==> src/rtl/seg_scan_display.sv <==
// Multiplexed 7-segment scanner: frame-coherent shadow snapshot, blanking, scan enable, guard cycle.
// Optional feature macro: SEG_PWM_DIM_EN adds the brightness port and PWM gating of the anodes.
module seg_scan_display #(
  parameter int DIGITS   = 4,
  parameter int SCAN_DIV = 263157
) (
  input  logic                  clk,
  input  logic                  rst,
  input  logic                  en,
  input  logic [4*DIGITS-1:0]   data,
  input  logic [DIGITS-1:0]     dp_in,
  input  logic [DIGITS-1:0]     blank_mask,
`ifdef SEG_PWM_DIM_EN
  input  logic [3:0]            brightness,
`endif
  output logic [6:0]            seg,
  output logic                  dp,
  output logic [DIGITS-1:0]     an,
  output logic                  frame_tick
);

  localparam int CW = (SCAN_DIV > 1) ? $clog2(SCAN_DIV) : 1;
  localparam int IW = (DIGITS > 1) ? $clog2(DIGITS) : 1;
  localparam logic [CW-1:0] CNT_LAST = CW'(SCAN_DIV - 1);
  localparam logic [IW-1:0] IDX_LAST = IW'(DIGITS - 1);

  logic [CW-1:0]       cnt_q;
  logic [IW-1:0]       idx_q;
  logic [4*DIGITS-1:0] shadow_data_q;
  logic [DIGITS-1:0]   shadow_dp_q;
  logic [DIGITS-1:0]   shadow_mask_q;
  logic [6:0]          seg_q, seg_d;
  logic                dp_q, dp_d;
  logic [DIGITS-1:0]   an_q, an_d;
  logic                frame_tick_q;

  logic [3:0]          nib;
  logic                cur_dp;
  logic                cur_mask;
  logic                gate;
  logic                lit;

  function automatic logic [6:0] decode(input logic [3:0] n);
    case (n)
      4'h0:    decode = 7'b0000001;
      4'h1:    decode = 7'b1001111;
      4'h2:    decode = 7'b0010010;
      4'h3:    decode = 7'b0000110;
      4'h4:    decode = 7'b1001100;
      4'h5:    decode = 7'b0100100;
      4'h6:    decode = 7'b0100000;
      4'h7:    decode = 7'b0001111;
      4'h8:    decode = 7'b0000000;
      4'h9:    decode = 7'b0000100;
      4'hA:    decode = 7'b0001000;
      4'hB:    decode = 7'b1100000;
      4'hC:    decode = 7'b0110001;
      4'hD:    decode = 7'b1000010;
      4'hE:    decode = 7'b0110000;
      default: decode = 7'b0111000;
    endcase
  endfunction

  // Select the shadow fields of the digit currently being scanned.
  always_comb begin
    nib      = 4'h0;
    cur_dp   = 1'b0;
    cur_mask = 1'b0;
    for (int i = 0; i < DIGITS; i++) begin
      if (idx_q == IW'(i)) begin
        nib      = shadow_data_q[4*i +: 4];
        cur_dp   = shadow_dp_q[i];
        cur_mask = shadow_mask_q[i];
      end
    end
  end

`ifdef SEG_PWM_DIM_EN
  assign gate = (cnt_q[3:0] > (4'd15 - brightness));
`else
  assign gate = 1'b1;
`endif

  // cnt == 0 is the guard cycle: anodes stay off while the segment bus switches digit.
  assign lit = en && (cnt_q != '0) && !cur_mask && gate;

  always_comb begin
    an_d  = '1;
    seg_d = 7'b1111111;
    dp_d  = 1'b1;
    if (lit) begin
      seg_d = decode(nib);
      dp_d  = ~cur_dp;
      for (int i = 0; i < DIGITS; i++) begin
        if (idx_q == IW'(i)) an_d[i] = 1'b0;
      end
    end
  end

  always_ff @(posedge clk) begin
    if (rst) begin
      cnt_q         <= '0;
      idx_q         <= '0;
      shadow_data_q <= '0;
      shadow_dp_q   <= '0;
      shadow_mask_q <= '0;
      seg_q         <= 7'b1111111;
      dp_q          <= 1'b1;
      an_q          <= '1;
      frame_tick_q  <= 1'b0;
    end else begin
      seg_q        <= seg_d;
      dp_q         <= dp_d;
      an_q         <= an_d;
      frame_tick_q <= 1'b0;
      if (en) begin
        if (cnt_q == CNT_LAST) begin
          cnt_q <= '0;
          if (idx_q == IDX_LAST) begin
            idx_q         <= '0;
            shadow_data_q <= data;
            shadow_dp_q   <= dp_in;
            shadow_mask_q <= blank_mask;
            frame_tick_q  <= 1'b1;
          end else begin
            idx_q <= idx_q + IW'(1);
          end
        end else begin
          cnt_q <= cnt_q + CW'(1);
        end
      end
    end
  end

  assign seg        = seg_q;
  assign dp         = dp_q;
  assign an         = an_q;
  assign frame_tick = frame_tick_q;

endmodule

==> config.mk <==
export PLATFORM = sky130hd
export DESIGN_NAME = seg_scan_display
export DESIGN_NICKNAME = d
export VERILOG_FILES = /design/src/rtl/seg_scan_display.sv
export SDC_FILE = /design/constraint.sdc
export NUM_CORES = 1
export LEC_CHECK = 0
export CAP_MARGIN = 0
export CORE_ASPECT_RATIO = 1.75
export CORE_MARGIN = 2
export CORE_UTILIZATION = 50
export CTS_CLUSTER_DIAMETER = 150
export DETAILED_ROUTE_END_ITERATION = 10
export PLACE_DENSITY = 0.81
export SLEW_MARGIN = 20
export SYNTH_ARGS = -nofsm -noshare
export SYNTH_HDL_FRONTEND = slang
export SYNTH_SLANG_ARGS = --single-unit
export TNS_END_PERCENT = 100
==> constraint.sdc <==
create_clock -name clk -period 3.1 [get_ports clk]
set_clock_uncertainty 0.05 [all_clocks]
set_input_delay 0.465 -clock clk [delete_from_list [all_inputs] [get_ports clk]]
set_output_delay 0.465 -clock clk [all_outputs]
set_load 0.03 [all_outputs]
==> results of run 1 <==
## area by class of cell
| class | count | area [sq um] |
|---|---|---|
| clock buffer | 12 | 155 |
| clock inverter | 4 | 97.6 |
| fill | 390 | 1680 |
| inverter | 16 | 60.1 |
| multi-input combinational | 181 | 1320 |
| sequential | 58 | 1160 |
| tap | 54 | 67.6 |
| timing repair buffer | 45 | 435 |
## through the flow
stage | hold slack, ps | cell area (sq um) | worst slack, ps
after CTS | 429 | 3290 | 549
after detailed placement | 404 | 3040 | 513
after global routing | 453 | 3300 | 395
after global placement | 408 | 3040 | 607
final | 429 | 3300 | 551
after floorplan | 392 | 2600 | 794
## flip-flops by register name, summed over array words and instances, names as in the netlist
register	flops
idx_q	2
frame_tick	1
dp	1
shadow_mask_q	4
cnt_q	19
shadow_dp_q	4
shadow_data_q	16
seg	7
an	4
## power breakdown
group / switching (mW) / total, mW / internal (mW)
Sequential: 0.00446 / 0.758 / 0.754
Clock: 0.298 / 0.876 / 0.578
Combinational: 0.0447 / 0.0943 / 0.0496
Total: 0.347 / 1.73 / 1.38
## Yosys cell counts, drive strengths merged
cell type,count
a221oi,2
a211oi,1
and4,1
o221ai,3
nor2b,3
nand3,3
a31oi,2
mux2,1
and3,2
o21ai,2
a21oi,6
nand4,5
nor3,7
a21boi,1
a311o,1
dfxtp,58
nand2,29
xor2,5
a32o,1
a221o,1
a22oi,2
clkbuf,3
nor3b,4
a311oi,2
o31ai,2
xnor2,12
nor2,26
nand2b,2
or4,2
o211ai,2
nor4,4
ha,12
buf,10
nand3b,5
a22o,24
o311ai,1
inv,16
mux2i,5
## logic make-up (layout without fill, tap and decap cells)
logic type	Yosys count	count (layout)	synth area share
and+or+nand+nor	93	93	0.199
DFF	58	58	0.447
AOI/OAI and AO/OA	53	53	0.164
buffers and inverters	29	77	0.0515
xor gates and xnor gates	17	17	0.0573
adders and majority gates	12	12	0.0577
muxes	6	6	0.0236
## worst max-delay path: cells and delay by family (launching register included)
kind | cells | cell delay (ps)
buf+inv | 2 | 200
flops | 1 | 340
fa+ha+maj | 2 | 630
simple gates | 2 | 330
compound gates | 4 | 880
## worst max path at each step
| stage | start | end | slack, ps | cells past startpoint |
|---|---|---|---|---|
| 2_1_floorplan | idx_q[1] | seg[3] | 790 | 10 |
| 3_3_place_gp | idx_q[1] | seg[3] | 610 | 10 |
| 3_5_place_dp | en | shadow_dp_q[2] | 510 | 5 |
| 4_1_cts | idx_q[1] | seg[6] | 550 | 10 |
| 5_1_grt | idx_q[1] | seg[6] | 390 | 10 |
| 6_report | idx_q[1] | seg[6] | 550 | 10 |
## layer usage
metal / vias to the layer above / GRT usage
li1: 1030 / -
met1: 990 / 0.227
met2: 52 / 0.350
met3: 20 / 0.0624
met4: 0 / 0.154
met5: - / 0
==> impl_metrics.py, run 1 <==
metrics = {
    "run_status": {
        "outcome": "complete, no violations",
    },
    "routing": {
        "first_pass_iters": 4,
        "dr_wl_met3_um": 229,
        "drt.antenna.violating_nets": 0,
        "dr_wl_met2_um": 3090,
        "avgViaCountPerCell": 5.65,
        "wl_per_cell_um": 15.3,
        "top_layer": "met4",
        "wl_um": 5660,
        "wl_met1_um": 2150,
        "vias": 2092,
        "drtIter0Drc": 69,
        "post-route-drc-count": 0,
    },
    "floorplan": {
        "core_region_area_sq_um": 4980,
        "initial_core_util": 0.522,
        "top_level_ports": 40,
        "die_x_um": 58.5,
        "die_h_um": 99.4,
        "rows": 34,
        "fp.dieArea_sq_um": 5820,
    },
    "sta": {
        "finalSetupTns_ps": 0,
        "layout_worst_path_cycle_share": 0.822,
        "tightestPinTransition_ps": 698,
        "rsz0062_at_grt": "no",
        "finalHoldViolations": 0,
        "fin_crit_ps": 2550,
        "maxSlewViolCount": 0,
        "max_slew_margin": 0.535,
        "max_freq_mhz": 392,
        "setup_viol": 0,
    },
    "clocking": {
        "postCtsHoldBufs": 0,
        "clockBufferDepth": 2,
        "cts_made_buffers": 9,
        "insertion_delay_ps": 340,
        "cts_resized": 0,
        "clk_pin_slew_ps": 70,
        "root_buffer": "clkbuf_8",
        "post_cts_buffers": 0,
        "h-tree-depth": 3,
        "cts_tree": "built",
        "numClockSinks": 58,
    },
    "critical_path": {
        "path_max_fanout": 12,
        "path_cells": "inv_1 -> ha_1 -> nor2b_1 -> a221o_1 -> a22oi_1 -> inv_1 -> ha_1 -> nand3b_1 -> o31ai_1 -> o21ai_0",
        "crit_required_ps": 3260,
        "max_stage_delay_ps": 390,
        "endpoint_kind": "flip-flop",
        "crit_type": "reg -> reg",
        "r2r-end": "seg[6]",
        "worstReg2RegStart": "idx_q[1]",
        "crit_slowest_cell": "ha_1",
        "regToRegSetupSlack_ps": 550,
        "worstRegToRegCells": 10,
        "arrival_ps": 2710,
        "start_kind": "flip-flop",
    },
    "power_and_ir_drop": {
        "ir_drop_mv": 0.431,
        "p_per_area_nw_per_um2": 524,
        "power_leakage_nw": 1.22,
        "finalPower_mw": 1.73,
    },
    "final_layout": {
        "post-route-util": 0.662,
        "syn_to_final_growth_pct": 26.8,
        "layout.nets": 350,
        "n_antenna_cell": 0,
        "stdcell_count": 370,
        "layout_common_cells": "dfxtp_1, clkdlybuf4s50_1, nand2_1, nor2_1, a22o_1",
        "drive_gt1_frac": 0.114,
        "final_common_cell": "dfxtp_1",
    },
    "hold_path": {
        "min_to": "shadow_mask_q[0]",
        "min_from": "shadow_mask_q[0]",
        "worst_hold_path.num_cells": 1,
        "hold_path.class": "reg -> reg",
    },
    "logic_synthesis": {
        "syn_inst": 268,
        "synth.net_count": 307,
        "synth_area_leaders": "dfxtp_1, a22o_1, ha_1",
        "synth.distinct_cells": 46,
        "synth-seq-cells": 58,
        "syn_avg_cell_area_sq_um": 9.70,
        "synth_area_sq_um": 2600,
        "ys_warn_count": 0,
        "yosysSeqAreaShare": 0.447,
        "yosys.area.top_type": "dfxtp_1",
        "yosys.area.top_type_share": 0.447,
    },
    "placed_design": {
        "io_buffers": 39,
        "place_inst": 354,
        "dpl.hpwl_um": 4130,
        "place_congestion": 0.815,
    },
    "global_route": {
        "grt_pass1_vias": 2096,
        "antenna_found_initial": 0,
        "grt_util_all_layers": 0.214,
        "grt_max_degree": 25,
        "grt_pass1_wl_um": 9330,
        "grt_remaining_overflow": 0,
    },
    "flow_run": {
        "max-cap-violations": 0,
    },
}
(Power assumes the default switching activity.)
==> run 2: changes to the inputs <==
CORE_UTILIZATION = 48   (was 50)
clock period = 2.2 ns   (was 3.1 ns; I/O delays follow)
==> impl_metrics.py, run 2 (synthesized netlist as in run 1, its figures left out) <==
metrics = {
    "routing": {
        "post-route-drc-count": 0,
        "wl_um": 5870,
        "drt.antenna.violating_nets": 0,
        "drtIter0Drc": 143,
        "first_pass_iters": 4,
        "vias": 2149,
        "avgViaCountPerCell": 5.55,
        "wl_per_cell_um": 15.2,
    },
    "sta": {
        "setup_viol": 0,
        "finalSetupTns_ps": 0,
        "tightestPinTransition_ps": 366,
        "finalHoldViolations": 0,
        "whs_ps": 429,
        "max_freq_mhz": 484,
        "fin_ws_ps": 133,
        "maxSlewViolCount": 0,
        "max_slew_margin": 0.756,
        "fin_crit_ps": 2070,
        "layout_worst_path_cycle_share": 0.939,
    },
    "floorplan": {
        "top_level_ports": 40,
        "die_x_um": 59.6,
        "fp.dieArea_sq_um": 6040,
        "initial_core_util": 0.495,
        "rows": 35,
        "die_h_um": 101,
        "core_region_area_sq_um": 5260,
    },
    "final_layout": {
        "largest-register": "cnt_q",
        "post-route-util": 0.648,
        "n_antenna_cell": 0,
        "n_fill_cell": 420,
        "layout_common_cells": "dfxtp_1, clkdlybuf4s50_1, nand2_1, nor2_1, a22o_1",
        "syn_to_final_growth_pct": 31.0,
        "largest_reg_flops": 19,
        "layout.nets": 366,
        "final_common_cell": "dfxtp_1",
        "finalInstanceArea_sq_um": 3410,
        "drive_gt1_frac": 0.199,
    },
    "global_route": {
        "grtUsageMet3": 0.0587,
        "grt_remaining_overflow": 0,
        "grt_pass1_wl_um": 9520,
        "grt_max_degree": 20,
        "grt_pass1_vias": 2140,
        "grtUsageMet1": 0.204,
        "met2_usage": 0.402,
        "grt_util_all_layers": 0.211,
        "busiest_layer": "met2",
        "antenna_found_initial": 0,
    },
    "hold_path": {
        "hold_path.class": "reg -> reg",
    },
    "critical_path": {
        "start_kind": "flip-flop",
        "endpoint_kind": "flip-flop",
        "path_max_fanout": 4,
        "crit_required_ps": 2370,
        "crit_type": "reg -> reg",
        "arrival_ps": 2230,
    },
    "clocking": {
        "clockBufferDepth": 2,
        "numClockSinks": 58,
        "insertion_delay_ps": 330,
        "root_buffer": "clkbuf_8",
        "cts_tree": "built",
        "clk_pin_slew_ps": 60,
        "cts_made_buffers": 9,
        "h-tree-depth": 3,
    },
    "placed_design": {
        "place_congestion": 0.868,
        "io_buffers": 39,
        "post-place-ws_ps": -62.6,
        "postPlaceCellArea_sq_um": 3180,
        "dpl.hpwl_um": 4400,
    },
    "power_and_ir_drop": {
        "ir_drop_mv": 0.373,
        "power_leakage_nw": 1.27,
        "p_per_area_nw_per_um2": 596,
    },
    "flow_run": {
        "max-cap-violations": 0,
    },
    "run_status": {
        "outcome": "complete, no violations",
    },
}
run 2: cell types whose count changed in the layout (fill, tap and decap cells not counted), moves of 3 or more:
| cell | delta |
|---|---|
| ha_1 | -6 |
| ha_2 | +4 |
| inv_1 | -3 |
| inv_2 | +3 |
| buf_4 | +15 |
| clkinv_2 | +3 |
| bufinv_16 | -3 |
run 2: timing repair:
item | 4_1_cts | 5_1_grt
gates resized for setup | 5 | 14
pin swaps | 0 | 1
setup buffers | 0 | 0
hold endpoints to repair | 0 | 0
hold buffers | 0 | 0
setup endpoints to repair | 4 | 10
run 2: per-layer routing:
layer	wire length, um	share of wire	vias to the layer above
met5	0	0	-
met4	88	0.015	0
met3	211	0.036	6
met2	3430	0.58	52
met1	2140	0.36	1023
li1	-	-	1068
run 2: layout make-up:
type                            instances  area, sq um  share of cell area
Clock inverter                          3         15.0             0.00441
Timing Repair Buffer                   61          568               0.167
Clock buffer                           13          149              0.0437
Multi-Input combinational cell        181         1380               0.405
Inverter                               16         60.1              0.0176
Sequential cell                        58         1170               0.342
Tap cell                               55         68.8              0.0202
run 2: worst paths after layout:
check | startpoint | end | slack (ps) | cells past startpoint
worst min-delay path | shadow_dp_q[0] | shadow_dp_q[0] | 430 | 1
worst max register to register | idx_q[0] | seg[3] | 130 | 11
worst max-delay path | idx_q[0] | seg[3] | 130 | 11
worst min register to register | shadow_dp_q[0] | shadow_dp_q[0] | 430 | 1
run 2: worst max-delay path, cell delays in order, from the launching register on:
cell and delay, ps:
dfxtp_4 380, inv_2 50, ha_2 180, nor2b_1 140
a221o_1 330, a22oi_2 140, buf_4 150, inv_1 50
ha_1 190, nand2_1 70, a32o_1 170, nand2_1 50
run 2: stage by stage:
stage          std cells  total power, mW
2_1_floorplan        268             1.15
3_3_place_gp         371             1.23
3_5_place_dp         371             1.23
4_1_cts              387             2.05
5_1_grt              387             2.11
6_report             387             2.03
run 2: report_power, final:
group	total [mW]	switching, mW	internal [mW]
logic	0.142	0.0632	0.0792
clock network	0.819	0.385	0.434
registers	1.07	0.00681	1.06
total	2.03	0.455	1.57
==> run 3: changes to the inputs <==
REMOVE_ABC_BUFFERS = 1   (was unset)
==> impl_metrics.py, run 3 (synthesized netlist as in run 1, its figures left out) <==
metrics = {
    "final_layout": {
        "layout_common_cells": "dfxtp_1, clkdlybuf4s50_1, buf_4, nand2_1, nor2_1",
        "post-route-util": 0.678,
        "n_fill_cell": 405,
        "stdcell_count": 397,
        "seq_area_sq_um": 1170,
        "drive_gt1_frac": 0.246,
        "layout.nets": 376,
        "multi_input_area_sq_um": 1400,
        "finalInstanceArea_sq_um": 3560,
        "largest_reg_flops": 19,
        "largest-register": "cnt_q",
        "n_antenna_cell": 0,
        "syn_to_final_growth_pct": 37.1,
        "final_common_cell": "dfxtp_1",
    },
    "critical_path": {
        "worstReg2RegStart": "idx_q[0]",
        "path_max_fanout": 5,
        "crit_type": "reg -> reg",
        "crit_slowest_cell": "dfxtp_4",
        "regToRegSetupSlack_ps": 70,
        "r2r-end": "seg[1]",
        "arrival_ps": 2330,
        "max_stage_delay_ps": 360,
        "endpoint_kind": "flip-flop",
        "start_kind": "flip-flop",
        "path_cells": "inv_2 -> ha_2 -> buf_4 -> nand3b_1 -> a221oi_2 -> buf_4 -> ha_2 -> buf_4 -> mux2i_1 -> o221ai_1",
        "crit_path_frequent_cell": "buf_4",
        "worstRegToRegCells": 10,
        "crit_required_ps": 2410,
    },
    "floorplan": {
        "fp.dieArea_sq_um": 6040,
        "rows": 35,
        "initial_core_util": 0.495,
        "top_level_ports": 40,
        "core_region_area_sq_um": 5260,
        "die_h_um": 101,
        "die_x_um": 59.6,
    },
    "global_route": {
        "grt_pass1_vias": 2276,
        "grt_remaining_overflow": 0,
        "grt_max_degree": 20,
        "grt_pass1_wl_um": 10100,
        "antenna_found_initial": 0,
        "grt_util_all_layers": 0.228,
    },
    "sta": {
        "maxSlewViolCount": 0,
        "finalHoldViolations": 0,
        "layout_worst_path_cycle_share": 0.967,
        "tightestPinTransition_ps": 482,
        "max_freq_mhz": 470,
        "max_slew_margin": 0.678,
        "setup_viol": 0,
        "finalSetupTns_ps": 0,
        "fin_crit_ps": 2130,
    },
    "run_status": {
        "outcome": "complete, no violations",
    },
    "placed_design": {
        "dpl.hpwl_um": 4590,
        "place_congestion": 1.00,
        "place_inst": 378,
        "io_buffers": 39,
        "postPlaceCellArea_sq_um": 3230,
    },
    "clocking": {
        "clockBufferDepth": 2,
        "clk_pin_slew_ps": 60,
        "cts_tree": "built",
        "numClockSinks": 58,
        "postCtsHoldBufs": 0,
        "insertion_delay_ps": 350,
        "h-tree-depth": 3,
        "root_buffer": "clkbuf_8",
        "cts_made_buffers": 9,
    },
    "power_and_ir_drop": {
        "p_per_area_nw_per_um2": 639,
        "power_leakage_nw": 1.33,
        "ir_drop_mv": 0.625,
    },
    "routing": {
        "avgViaCountPerCell": 5.78,
        "post-route-drc-count": 0,
        "wl_per_cell_um": 16.0,
        "drtIter0Drc": 105,
        "drt.antenna.violating_nets": 0,
        "wl_um": 6370,
        "vias": 2293,
        "first_pass_iters": 5,
    },
    "hold_path": {
        "min_from": "shadow_mask_q[2]",
        "worst_hold_path.num_cells": 1,
        "hold_path.class": "reg -> reg",
        "min_to": "shadow_mask_q[2]",
    },
    "flow_run": {
        "max-cap-violations": 0,
    },
}
run 3: changes by cell type in the layout (fill, tap and decap cells not counted), sizes merged:
cell / previous run / this run
a311o: 1 / 2
buf: 22 / 31
bufinv: 0 / 2
clkbuf: 13 / 9
clkinvlp: 0 / 2
run 3: layer usage:
metal,wire length (um),GRT usage
met1,2360,0.216
met2,3560,0.413
met3,249,0.0651
met4,206,0.144
met5,0,0
run 3: final cells by class:
type                            instances  share of cell area
Clock buffer                            9              0.0348
Clock inverter                          7              0.0263
Inverter                               16              0.0169
Multi-Input combinational cell        182               0.393
Sequential cell                        58               0.328
Tap cell                               55              0.0193
Timing Repair Buffer                   70               0.182
run 3: worst max-delay path by stage:
stage	from	endpoint	slack (ps)	depth (start not counted)
finish	idx_q[0]	seg[1]	70	10
global route	idx_q[1]	seg[3]	-20	10
CTS	idx_q[0]	seg[3]	6	10
detailed placement	idx_q[0]	seg[3]	-30	9
global placement	en	cnt_q[18]	50	6
floorplan	idx_q[1]	seg[2]	-420	7
run 3: timing repair:
item / CTS / global route
gates cloned: 0 / 1
pin swaps: 1 / 4
endpoints found under the hold margin: 0 / 0
endpoints found under the setup margin: 6 / 7
gates resized for setup: 5 / 21
buffers inserted: 1 / 1
run 3: critical path, delay by kind of cell (launching register included):
kind                     cells  cell delay, ps
buffers and inverters        4             550
AO/OA/AOI/OAI                2             520
flip-flops                   1             360
multiplexers                 1              80
adder cells (fa/ha/maj)      2             390
AND/OR/NAND/NOR              1             110
run 3: power by group:
group          switching [mW]  total, mW  internal (mW)
Sequential            0.00680       1.07           1.06
Combinational          0.0623      0.142         0.0795
Clock                   0.435       1.07          0.634
Total                   0.504       2.28           1.77
run 3: metrics by stage:
| step | power (mW) | hold slack, ps | worst slack [ps] |
|---|---|---|---|
| floorplan | 1.14 | 349 | -416 |
| global placement | 1.23 | 406 | 53.3 |
| detailed placement | 1.24 | 412 | -28.0 |
| CTS | 2.30 | 430 | 6.31 |
| global route | 2.37 | 449 | -16.2 |
| finish | 2.28 | 426 | 72.6 |
